<file path="src/rtl/traka_pkg.sv">
// Shared definitions for the bottle-line belt controller: FSM state
// encoding, input indices and default timing constants.
package traka_pkg;

  // Controller states
  typedef enum logic [2:0] {
    ST_IDLE    = 3'd0,
    ST_RUN     = 3'd1,
    ST_STOP    = 3'd2,
    ST_HOLD    = 3'd3,
    ST_ADVANCE = 3'd4,
    ST_FAULT   = 3'd5
  } state_e;

  // Default timing, in clk cycles
  localparam int unsigned DEB_CYC_DEF     = 500_000;
  localparam int unsigned HOLD_CYC_DEF    = 50_000_000;
  localparam int unsigned POMAK_CYC_DEF   = 300_000_000;
  localparam int unsigned TIMEOUT_CYC_DEF = 1_000_000_000;

  // Widths
  localparam int TIMER_W = 32;
  localparam int CNT_W   = 8;

  // Positions of the raw inputs in the filter bank
  localparam int IN_START = 0;
  localparam int IN_STOP  = 1;
  localparam int IN_IR    = 2;
  localparam int IN_PUMP  = 3;
  localparam int N_IN     = 4;

endpackage

</file>
<file path="src/rtl/traka_kontrola_debounce.sv">
// Input conditioning for one asynchronous line: two-flop synchroniser
// followed by a stability filter. The filtered output only follows the
// synchronised input after it has differed from the current output for
// DEB_CYC consecutive cycles. All line inputs idle high, so reset puts
// every stage at 1.
module debounce
  import traka_pkg::*;
#(
  parameter int unsigned DEB_CYC = DEB_CYC_DEF
) (
  input  logic clk,
  input  logic rst,
  input  logic din,
  output logic dout
);

  localparam int CW = (DEB_CYC > 1) ? $clog2(DEB_CYC) : 1;
  localparam logic [CW-1:0] LAST = CW'(DEB_CYC - 1);

  logic [1:0]    sync_q, sync_d;
  logic          dout_q, dout_d;
  logic [CW-1:0] cnt_q, cnt_d;

  // Synchroniser shift and stability filter next-state
  always_comb begin
    sync_d = {sync_q[0], din};
    dout_d = dout_q;
    cnt_d  = '0;
    if (sync_q[1] != dout_q) begin
      if (cnt_q == LAST) begin
        dout_d = sync_q[1];
      end else begin
        cnt_d = cnt_q + 1'b1;
      end
    end
  end

  // Filter registers, reset to the idle (high) level
  always_ff @(posedge clk) begin
    if (rst) begin
      sync_q <= 2'b11;
      dout_q <= 1'b1;
      cnt_q  <= '0;
    end else begin
      sync_q <= sync_d;
      dout_q <= dout_d;
      cnt_q  <= cnt_d;
    end
  end

  assign dout = dout_q;

endmodule

</file>
<file path="src/rtl/traka_kontrola.sv">
// Conveyor-belt controller for a bottle filling station.
// A bottle stops the belt under the pump, the belt waits for the pump to
// run and finish, holds briefly, then advances the filled bottle away.
// Optional feature macro: TRAKA_BROJAC_EN builds the filled-bottle counter
// on broj_flasa; without it broj_flasa is constant 0 and the FSM is
// unchanged.
module traka_kontrola
  import traka_pkg::*;
#(
  parameter int unsigned DEB_CYC     = DEB_CYC_DEF,
  parameter int unsigned HOLD_CYC    = HOLD_CYC_DEF,
  parameter int unsigned POMAK_CYC   = POMAK_CYC_DEF,
  parameter int unsigned TIMEOUT_CYC = TIMEOUT_CYC_DEF
) (
  input  logic       clk,
  input  logic       rst,
  input  logic       start_taster,
  input  logic       stop_taster,
  input  logic       ir_pumpa,
  input  logic       pumpa_switch,
  output logic       traka_switch,
  output logic       dioda_traka,
  output logic       greska,
  output logic [7:0] broj_flasa
);

  logic [N_IN-1:0] raw_in;
  logic [N_IN-1:0] filt;

  assign raw_in[IN_START] = start_taster;
  assign raw_in[IN_STOP]  = stop_taster;
  assign raw_in[IN_IR]    = ir_pumpa;
  assign raw_in[IN_PUMP]  = pumpa_switch;

  genvar gi;
  generate
    for (gi = 0; gi < N_IN; gi++) begin : g_deb
      debounce #(
        .DEB_CYC(DEB_CYC)
      ) u_deb (
        .clk (clk),
        .rst (rst),
        .din (raw_in[gi]),
        .dout(filt[gi])
      );
    end
  endgenerate

  // Buttons and sensors are active-low; give them positive meanings
  logic start_press, stop_press, bottle_present, pump_f;
  assign start_press    = ~filt[IN_START];
  assign stop_press     = ~filt[IN_STOP];
  assign bottle_present = ~filt[IN_IR];
  assign pump_f         = filt[IN_PUMP];

  state_e              state_q, state_d;
  logic [TIMER_W-1:0]  timer_q, timer_d;
  logic                pump_prev_q, pump_prev_d;
  logic                pump_seen_q, pump_seen_d;
  logic                traka_q, traka_d;
  logic                greska_q, greska_d;

  // Pump finished = filtered relay drive going from on (0) back to off (1)
  logic pump_rise, expired;
  assign pump_rise = pump_f & ~pump_prev_q;
  // Timer holds the number of cycles left in the current timed state,
  // so a state loaded with N lasts exactly N cycles
  assign expired   = (timer_q <= TIMER_W'(1));

  // State, timer and pump-edge registers
  always_ff @(posedge clk) begin
    if (rst) begin
      state_q     <= ST_IDLE;
      timer_q     <= '0;
      pump_prev_q <= 1'b1;
      pump_seen_q <= 1'b0;
    end else begin
      state_q     <= state_d;
      timer_q     <= timer_d;
      pump_prev_q <= pump_prev_d;
      pump_seen_q <= pump_seen_d;
    end
  end

  // Next-state and shared timer control; stop overrides everything
  always_comb begin
    state_d     = state_q;
    timer_d     = timer_q;
    pump_prev_d = pump_f;
    pump_seen_d = pump_seen_q;
    case (state_q)
      ST_IDLE: begin
        if (start_press) state_d = ST_RUN;
      end
      ST_RUN: begin
        if (bottle_present) begin
          state_d     = ST_STOP;
          timer_d     = TIMER_W'(TIMEOUT_CYC);
          pump_seen_d = 1'b0;
        end
      end
      ST_STOP: begin
        if (!pump_f) pump_seen_d = 1'b1;
        if (pump_rise) begin
          state_d = ST_HOLD;
          timer_d = TIMER_W'(HOLD_CYC);
        end else if (expired) begin
          // Pump already running: keep waiting for it to finish
          if (!pump_seen_q && pump_f) state_d = ST_FAULT;
        end else begin
          timer_d = timer_q - 1'b1;
        end
      end
      ST_HOLD: begin
        if (expired) begin
          state_d = ST_ADVANCE;
          timer_d = TIMER_W'(POMAK_CYC);
        end else begin
          timer_d = timer_q - 1'b1;
        end
      end
      ST_ADVANCE: begin
        if (!bottle_present) begin
          state_d = ST_RUN;
          timer_d = '0;
        end else if (expired) begin
          state_d = ST_FAULT;
          timer_d = '0;
        end else begin
          timer_d = timer_q - 1'b1;
        end
      end
      ST_FAULT: begin
        state_d = ST_FAULT;
      end
      default: begin
        state_d = ST_IDLE;
        timer_d = '0;
      end
    endcase
    if (stop_press) begin
      state_d = ST_IDLE;
      timer_d = '0;
    end
  end

  // Output decode from the current state (registered below, so outputs
  // trail the state by one cycle); motor relay is inverse logic
  always_comb begin
    traka_d  = ~((state_q == ST_RUN) || (state_q == ST_ADVANCE));
    greska_d = (state_q == ST_FAULT);
  end

  // Output registers
  always_ff @(posedge clk) begin
    if (rst) begin
      traka_q  <= 1'b1;
      greska_q <= 1'b0;
    end else begin
      traka_q  <= traka_d;
      greska_q <= greska_d;
    end
  end

  assign traka_switch = traka_q;
  assign dioda_traka  = traka_q;
  assign greska       = greska_q;

`ifdef TRAKA_BROJAC_EN
  logic [CNT_W-1:0] broj_q, broj_d;

  // Count a bottle when its hold ends and it starts advancing; saturate
  always_comb begin
    broj_d = broj_q;
    if ((state_q == ST_HOLD) && (state_d == ST_ADVANCE) && (broj_q != '1)) begin
      broj_d = broj_q + 1'b1;
    end
  end

  // Bottle counter register, kept through stop and fault
  always_ff @(posedge clk) begin
    if (rst) broj_q <= '0;
    else     broj_q <= broj_d;
  end

  assign broj_flasa = broj_q;
`else
  assign broj_flasa = '0;
`endif

endmodule

</file>
<file path="config.mk">
export PLATFORM = sky130hd
export DESIGN_NAME = traka_kontrola
export DESIGN_NICKNAME = d
export VERILOG_FILES = /design/src/rtl/traka_pkg.sv /design/src/rtl/traka_kontrola_debounce.sv /design/src/rtl/traka_kontrola.sv
export SDC_FILE = /design/constraint.sdc
export NUM_CORES = 1
export LEC_CHECK = 0
export CAP_MARGIN = 20
export CORE_ASPECT_RATIO = 1.5
export CORE_UTILIZATION = 62
export DETAILED_ROUTE_END_ITERATION = 10
export GPL_TIMING_DRIVEN = 0
export PLACE_DENSITY_LB_ADDON = 0.15
export SYNTH_ARGS = -nofsm -noshare
export SYNTH_HDL_FRONTEND = slang
export SYNTH_SLANG_ARGS = --single-unit
</file>
<file path="constraint.sdc">
create_clock -name clk -period 3.09 [get_ports clk]
set_input_delay 0.618 -clock clk [delete_from_list [all_inputs] [get_ports clk]]
set_output_delay 0.618 -clock clk [all_outputs]
set_load 0.01 [all_outputs]
</file>
# --- After elaboration in Yosys (flattened, before gate mapping) ---
# Index checks and enable logic that the tools add are counted.
totals:
  reg_bits: 127
  n_memories: 0
  ramBits: 0
  romBits: 0
  out_inout_bits: 11
  wordCells: 91
  in_bits: 6
  latchBits: 0
op_classes:
  shifts: 0
  n_addsub: 5
  reduce_logical: 18
  eq_ne: 21
  div: 0
  bitwise: 9
  n_lt_le_gt_ge: 1
  mux: 19
  n_mul: 0
op_table:
  columns: ["cell", "n"]
  rows:
  - ["two-way mux 32 bit", 6]
  - ["case mux 32 bit (5 select lines)", 1]
  - ["adder 19 x 1 -> 19 bit (second input constant)", 4]
  - ["equality test 19 bit (second input constant)", 4]
  - ["less-or-equal comparator 32 x 1 -> 1 bit (second input constant)", 1]
  - ["subtractor 32 x 1 -> 32 bit (second input constant)", 1]
  - ["two-way mux 3 bit", 8]
  - ["case mux 3 bit (6 select lines)", 1]
  - ["OR reduction 3 bit", 4]
  - ["inequality test 3 bit (second input constant)", 3]
  - ["inequality test 2 bit (second input constant)", 4]
  - ["NOT 1 bit", 8]
  - ["AND reduction 2 bit", 4]
  - ["equality test 3 x 2 -> 1 bit (second input constant)", 2]
  - ["equality test 3 bit (second input constant)", 2]
  - ["AND reduction 3 bit", 2]
  - ["AND reduction 6 bit", 1]
  - ["inequality test 1 bit", 4]
  - ["OR reduction 2 bit", 2]
  - ["equality test 3 x 1 -> 1 bit (second input constant)", 1]
  - ["zero test 3 bit", 1]
  - ["inequality test 3 x 2 -> 1 bit (second input constant)", 1]
  - ["two-way mux 1 bit", 2]
  - ["case mux 1 bit (2 select lines)", 1]
  - ["5 further kinds", 5]

# --- Longest topological paths before layout ---
# Gate-level depths: netlist (run 1).
depth:
  ltp_word: 6
  depth_mapped: 10
  mapped_depth_nobuf: 8

# --- Hierarchy ---
# A second synthesis (run 1) with hierarchy kept.
hier_totals:
  hier_cells: 769
  hier_area_um2: 6583.8
modules_own_cells:
  columns: ["mod", "area_each_um2", "seq_area_each_um2", "cells_per_inst", "instances"]
  rows:
  - ["debounce", 1017.2, 440.4, 113, 4]
  - ["traka_kontrola", 2514.9, 780.7, 317, 1]

# --- Least setup slack after synthesis (run 1) ---
# OpenSTA, ideal clock, no wires.
synth_path:
  path_kind: "register to register"
  from: "register timer_q[2]"
  to: "register timer_q[21]"
  setup_ns: 0.126
  arrival_ns: 2.040
  synth_period_minus_slack_ns: 2.166
  path_stages_with_launch: 9
  path_buffers: 2
  t_required_ns: 2.964
  path_slack_ns: 0.924
  path_cell_list: "dfxtp_1 -> buf_2 -> or4_4 -> nor4b_4 -> a41oi_1 -> clkbuf_1 -> o31a_1 -> o21ai_0 -> o22ai_1"
synth_via:
  elab_chain_len: 4
  word_cells_on_any_way: 10
  classes_between: "1 x add/sub; 1 x order compare; 1 x eq/ne; 6 x mux; 1 x reduce/logical"
synth_lines:
  columns: ["element", "line_no", "text"]
  rows:
  - ["start, declared", "traka_kontrola.sv:57", "logic [TIMER_W-1:0] timer_q, timer_d;"]
  - ["start signal, assigned", "traka_kontrola.sv:79", "timer_q <= timer_d;"]
  - ["subtractor 32 x 1 -> 32 bit / less-or-equal comparator 32 x 1 -> 1 bit (equally long branches)", null, null]
  - ["two-way mux 32 bit (on tied branches)", "traka_kontrola.sv:126, traka_kontrola.sv:107", null]
  - ["two-way mux 32 bit (on tied branches)", "traka_kontrola.sv:123, traka_kontrola.sv:104", null]
  - ["case mux 32 bit (5 select lines)", "traka_kontrola.sv:91", "case (state_q)"]
# Several ways; a longest one is shown, not always the timed one. The select of a mux whose other input is x is not followed.
# A chain may end at the register's enable or synchronous reset.

# --- Worst setup path in the final report (run 1) ---
layout_path:
  from: "register timer_q[24]"
  to: "register timer_q[21]"
layout_via:
  elab_chain_len: 4
  word_cells_on_any_way: 7
  classes_between: "1 x order compare; 1 x eq/ne; 4 x mux; 1 x reduce/logical"
layout_lines:
  columns: ["element", "line_no", "text"]
  rows:
  - ["less-or-equal comparator 32 x 1 -> 1 bit (*)", "traka_kontrola.sv:68", "assign expired = (timer_q <= TIMER_W'(1));"]
  - ["two-way mux 32 bit", "traka_kontrola.sv:126", "end else if (expired) begin"]
  - ["two-way mux 32 bit", "traka_kontrola.sv:123", "if (!bottle_present) begin"]
  - ["case mux 32 bit (5 select lines)", "traka_kontrola.sv:91", null]
# Every way passes the cells marked *; elsewhere a longest branch is shown, timed or not.

==> results of run 1 <==
## worst min-delay path by stage
stage | to | cells after the start | startpoint
final | g_deb[2].u_deb.sync_q[1]$_SDFF_PP1_ | 1 | g_deb[2].u_deb.sync_q[0]$_SDFF_PP1_
after detailed placement | g_deb[2].u_deb.sync_q[1]$_SDFF_PP1_ | 1 | g_deb[2].u_deb.sync_q[0]$_SDFF_PP1_
after global routing | g_deb[2].u_deb.sync_q[1]$_SDFF_PP1_ | 1 | g_deb[2].u_deb.sync_q[0]$_SDFF_PP1_
after global placement | g_deb[2].u_deb.sync_q[1]$_SDFF_PP1_ | 1 | g_deb[2].u_deb.sync_q[0]$_SDFF_PP1_
after floorplan | g_deb[0].u_deb.sync_q[1]$_SDFF_PP1_ | 1 | g_deb[0].u_deb.sync_q[0]$_SDFF_PP1_
after CTS | g_deb[2].u_deb.sync_q[1]$_SDFF_PP1_ | 1 | g_deb[2].u_deb.sync_q[0]$_SDFF_PP1_
## area by class of cell
| cell class | instances | area [µm²] |
|---|---|---|
| multi-input cells | 578 | 3380 |
| clock inverters | 12 | 206 |
| flip-flops and latches | 127 | 2540 |
| inverters | 24 | 90.1 |
| well taps | 115 | 144 |
| clock buffers | 20 | 447 |
| repair buffers | 8 | 80.1 |
| fillers | 742 | 2570 |
| plain buffers | 43 | 221 |
## cells in the final DEF, fill, tap and decap left out, types with 12 or more instances in the layout
master,Yosys,final
a211oi_1,12,12
a21oi_1,25,25
clkbuf_1,23,25
clkbuf_16,0,17
dfxtp_1,127,127
inv_1,24,24
nand2_1,64,64
nand3_1,32,32
nand4_1,26,26
nor2_1,139,139
nor3_1,21,21
o211ai_1,19,19
o21ai_0,23,23
or2_2,12,12
or3_1,17,17
xnor2_1,37,37
xor2_1,43,43
## cells by family after synthesis
family / count (synthesis) / share of synthesized area
other cells: 1 / 0.000604
flops: 127 / 0.409
compound gates: 105 / 0.109
mux: 4 / 0.00645
fa+ha+maj: 6 / 0.0121
buf+inv: 67 / 0.0501
simple gates: 375 / 0.299
xor+xnor: 80 / 0.113
## power groups by stage
| stage | Combinational [W] | Sequential (W) | Clock (W) |
|---|---|---|---|
| 3_5_place_dp | 0.0000571 | 0.00168 | 0 |
| 2_1_floorplan | 0.0000388 | 0.00168 | 0 |
| 5_1_grt | 0.0000634 | 0.00165 | 0.00229 |
| 3_3_place_gp | 0.0000562 | 0.00168 | 0 |
| 4_1_cts | 0.0000577 | 0.00165 | 0.00222 |
| 6_report | 0.0000581 | 0.00165 | 0.00220 |
## state kept, by name, summed over array words and instances (netlist names)
register,count
dioda_traka,1
g_deb.u_deb.cnt_q,76
g_deb.u_deb.dout,4
g_deb.u_deb.sync_q,8
greska,1
pump_prev_q,1
pump_seen_q,1
state_q,3
timer_q,32
## per-layer routing
layer | part of all wire | global-route usage | wire [µm]
met4 | 0.042 | 0.156 | 612
met3 | 0.057 | 0.0590 | 825
met1 | 0.39 | 0.308 | 5630
met5 | 0 | 0 | 0
met2 | 0.51 | 0.512 | 7430
## worst max-delay path: stages (launching register included)
cell and delay, ns:
dfxtp_1 0.33, or4_1 0.60, nor2_1 0.42, nand4_1 0.27, o21ai_0 0.55, o21ai_0 0.30
o22ai_1 0.21
## metrics by stage
step | cell area (µm²) | hold WS (ns) | setup slack, ns
6_report | 7120 | 0.409 | 0.313
5_1_grt | 7120 | 0.432 | 0.184
2_1_floorplan | 6240 | 0.389 | 0.924
3_5_place_dp | 6460 | 0.397 | 0.390
3_3_place_gp | 6460 | 0.398 | 0.450
4_1_cts | 7120 | 0.411 | 0.370
==> flow_summary.toml, run 1 <==
[run_status]
status = "finished, final reports clean"

[power]
seqPwrFrac = 0.422
power_density_nw_per_um2 = 549
peakVddDrop_mv = 0.574
p_sw_frac = 0.200
total_power_w = 0.00391
p_sw_w = 0.000780
p_leak_nw = 2.43
power_frac_comb = 0.015
internal-power_w = 0.00313
clkPwrFrac = 0.563

[setup_path]
endpoint_kind = "flop"
crit_fanout = 8
ff2ff_path_depth = 6
critPathLaunchType = "flop"
crit_end = "timer_q[21]$_SDFFE_PP0P_"
r2r-start = "timer_q[24]$_SDFFE_PP0P_"
cp.arrival_ns = 3.11
crit_path_start = "timer_q[24]$_SDFFE_PP0P_"
worstSetupPathType = "flop to flop"
r2r_slack_ns = 0.31
worstPathRequired_ns = 3.42
reg2reg_to = "timer_q[21]$_SDFFE_PP0P_"

[worst_hold_path]
hp-class = "flop to flop"

[clocking]
clkSinkCount = 127
post_cts_buffers = 0
ctsLongestPathBuffers = 2
cts_tree = "done"
cts.reportedPaths.clkPinSlew_ns = 0.06
cts-resized-gates = 0
cts_root_buffer = "clkbuf_16"
numCtsBuffers = 17
cts.htree.levels = 4
clk_latency_ns = 0.41
hold_buffers = 0

[die]
ios = 17
core_um2 = 9690
die-area_um2 = 10400
start_util = 0.641
row_count = 44
die_h_um = 125
die_x_um = 83.7

[drt]
ant_nets = 0
drc = 0
drtIter0Drc = 547
wirelength_um = 14500
via_count = 5591
detail_route.wl_per_cell_um = 15.6
dr.pass1.iters = 5
vias_per_cell = 6.03

[sta]
rsz0062_at_grt = "no"
fin_crit_sh = 0.899
setup_tns_ns = 0
period_needed_ns = 2.78
slew_violations = 0
fmax_mhz = 360
setup_viol = 0
hold_violations = 0
relSlewSlack = 0.346
finClkSkew_ns = 0.00651
tightest_slew_ns = 0.971

[synth]
ys_ff_latch = 127
ys_top_cells_by_count = "nor2_1 (139), dfxtp_1 (127), nand2_1 (64), xor2_1 (43), xnor2_1 (37)"
yosysTopAreaCellShare = 0.409
ys_async_sr_fraction = 0
yosys.cell_types.count = 55
synth_warnings = 0
seq_area_frac_synth = 0.409
yosys.area.top_type = "dfxtp_1"
syn_area_um2 = 6210
syn_inst = 765
synth_edf_count = 0
synth.most_common_cell = "nor2_1"
avgSynthCellArea_um2 = 8.12
synthTopCellsByArea = "dfxtp_1 (41%), nor2_1 (8.4%), xor2_1 (6.1%)"
ys.flop_type = "dfxtp_1"

[cells_and_area]
finalCoreUtilization = 0.734
area_growth_pct = 14.5
stdcell_count = 927
drive_gt1_frac = 0.0825
antennaDiodeCount = 0
final_net_count = 811

[grt]
grtUsageTotal = 0.285
grt_pass1_wl_um = 24300
grt-ovfl-total = 0
grt_pass1_vias = 5353
antenna_found_initial = 0
grt_start_max_net_pins = 17

[place]
dp_hpwl_um = 10100
place_congestion = 0.925
dpl.cell_count = 895
io_buffer_count = 8

[flow_run]
cap_violations = 0
No activity file was read; power rests on OpenSTA's default activity.
==> run 2: changes to the inputs <==
--- a/config.mk
+++ b/config.mk
@@ -14,3 +14,4 @@
 export SYNTH_ARGS = -nofsm -noshare
 export SYNTH_HDL_FRONTEND = slang
 export SYNTH_SLANG_ARGS = --single-unit
+export TNS_END_PERCENT = 20
==> results of run 2 <==
The final DEF is identical to that of run 1; final timing and power are the same.
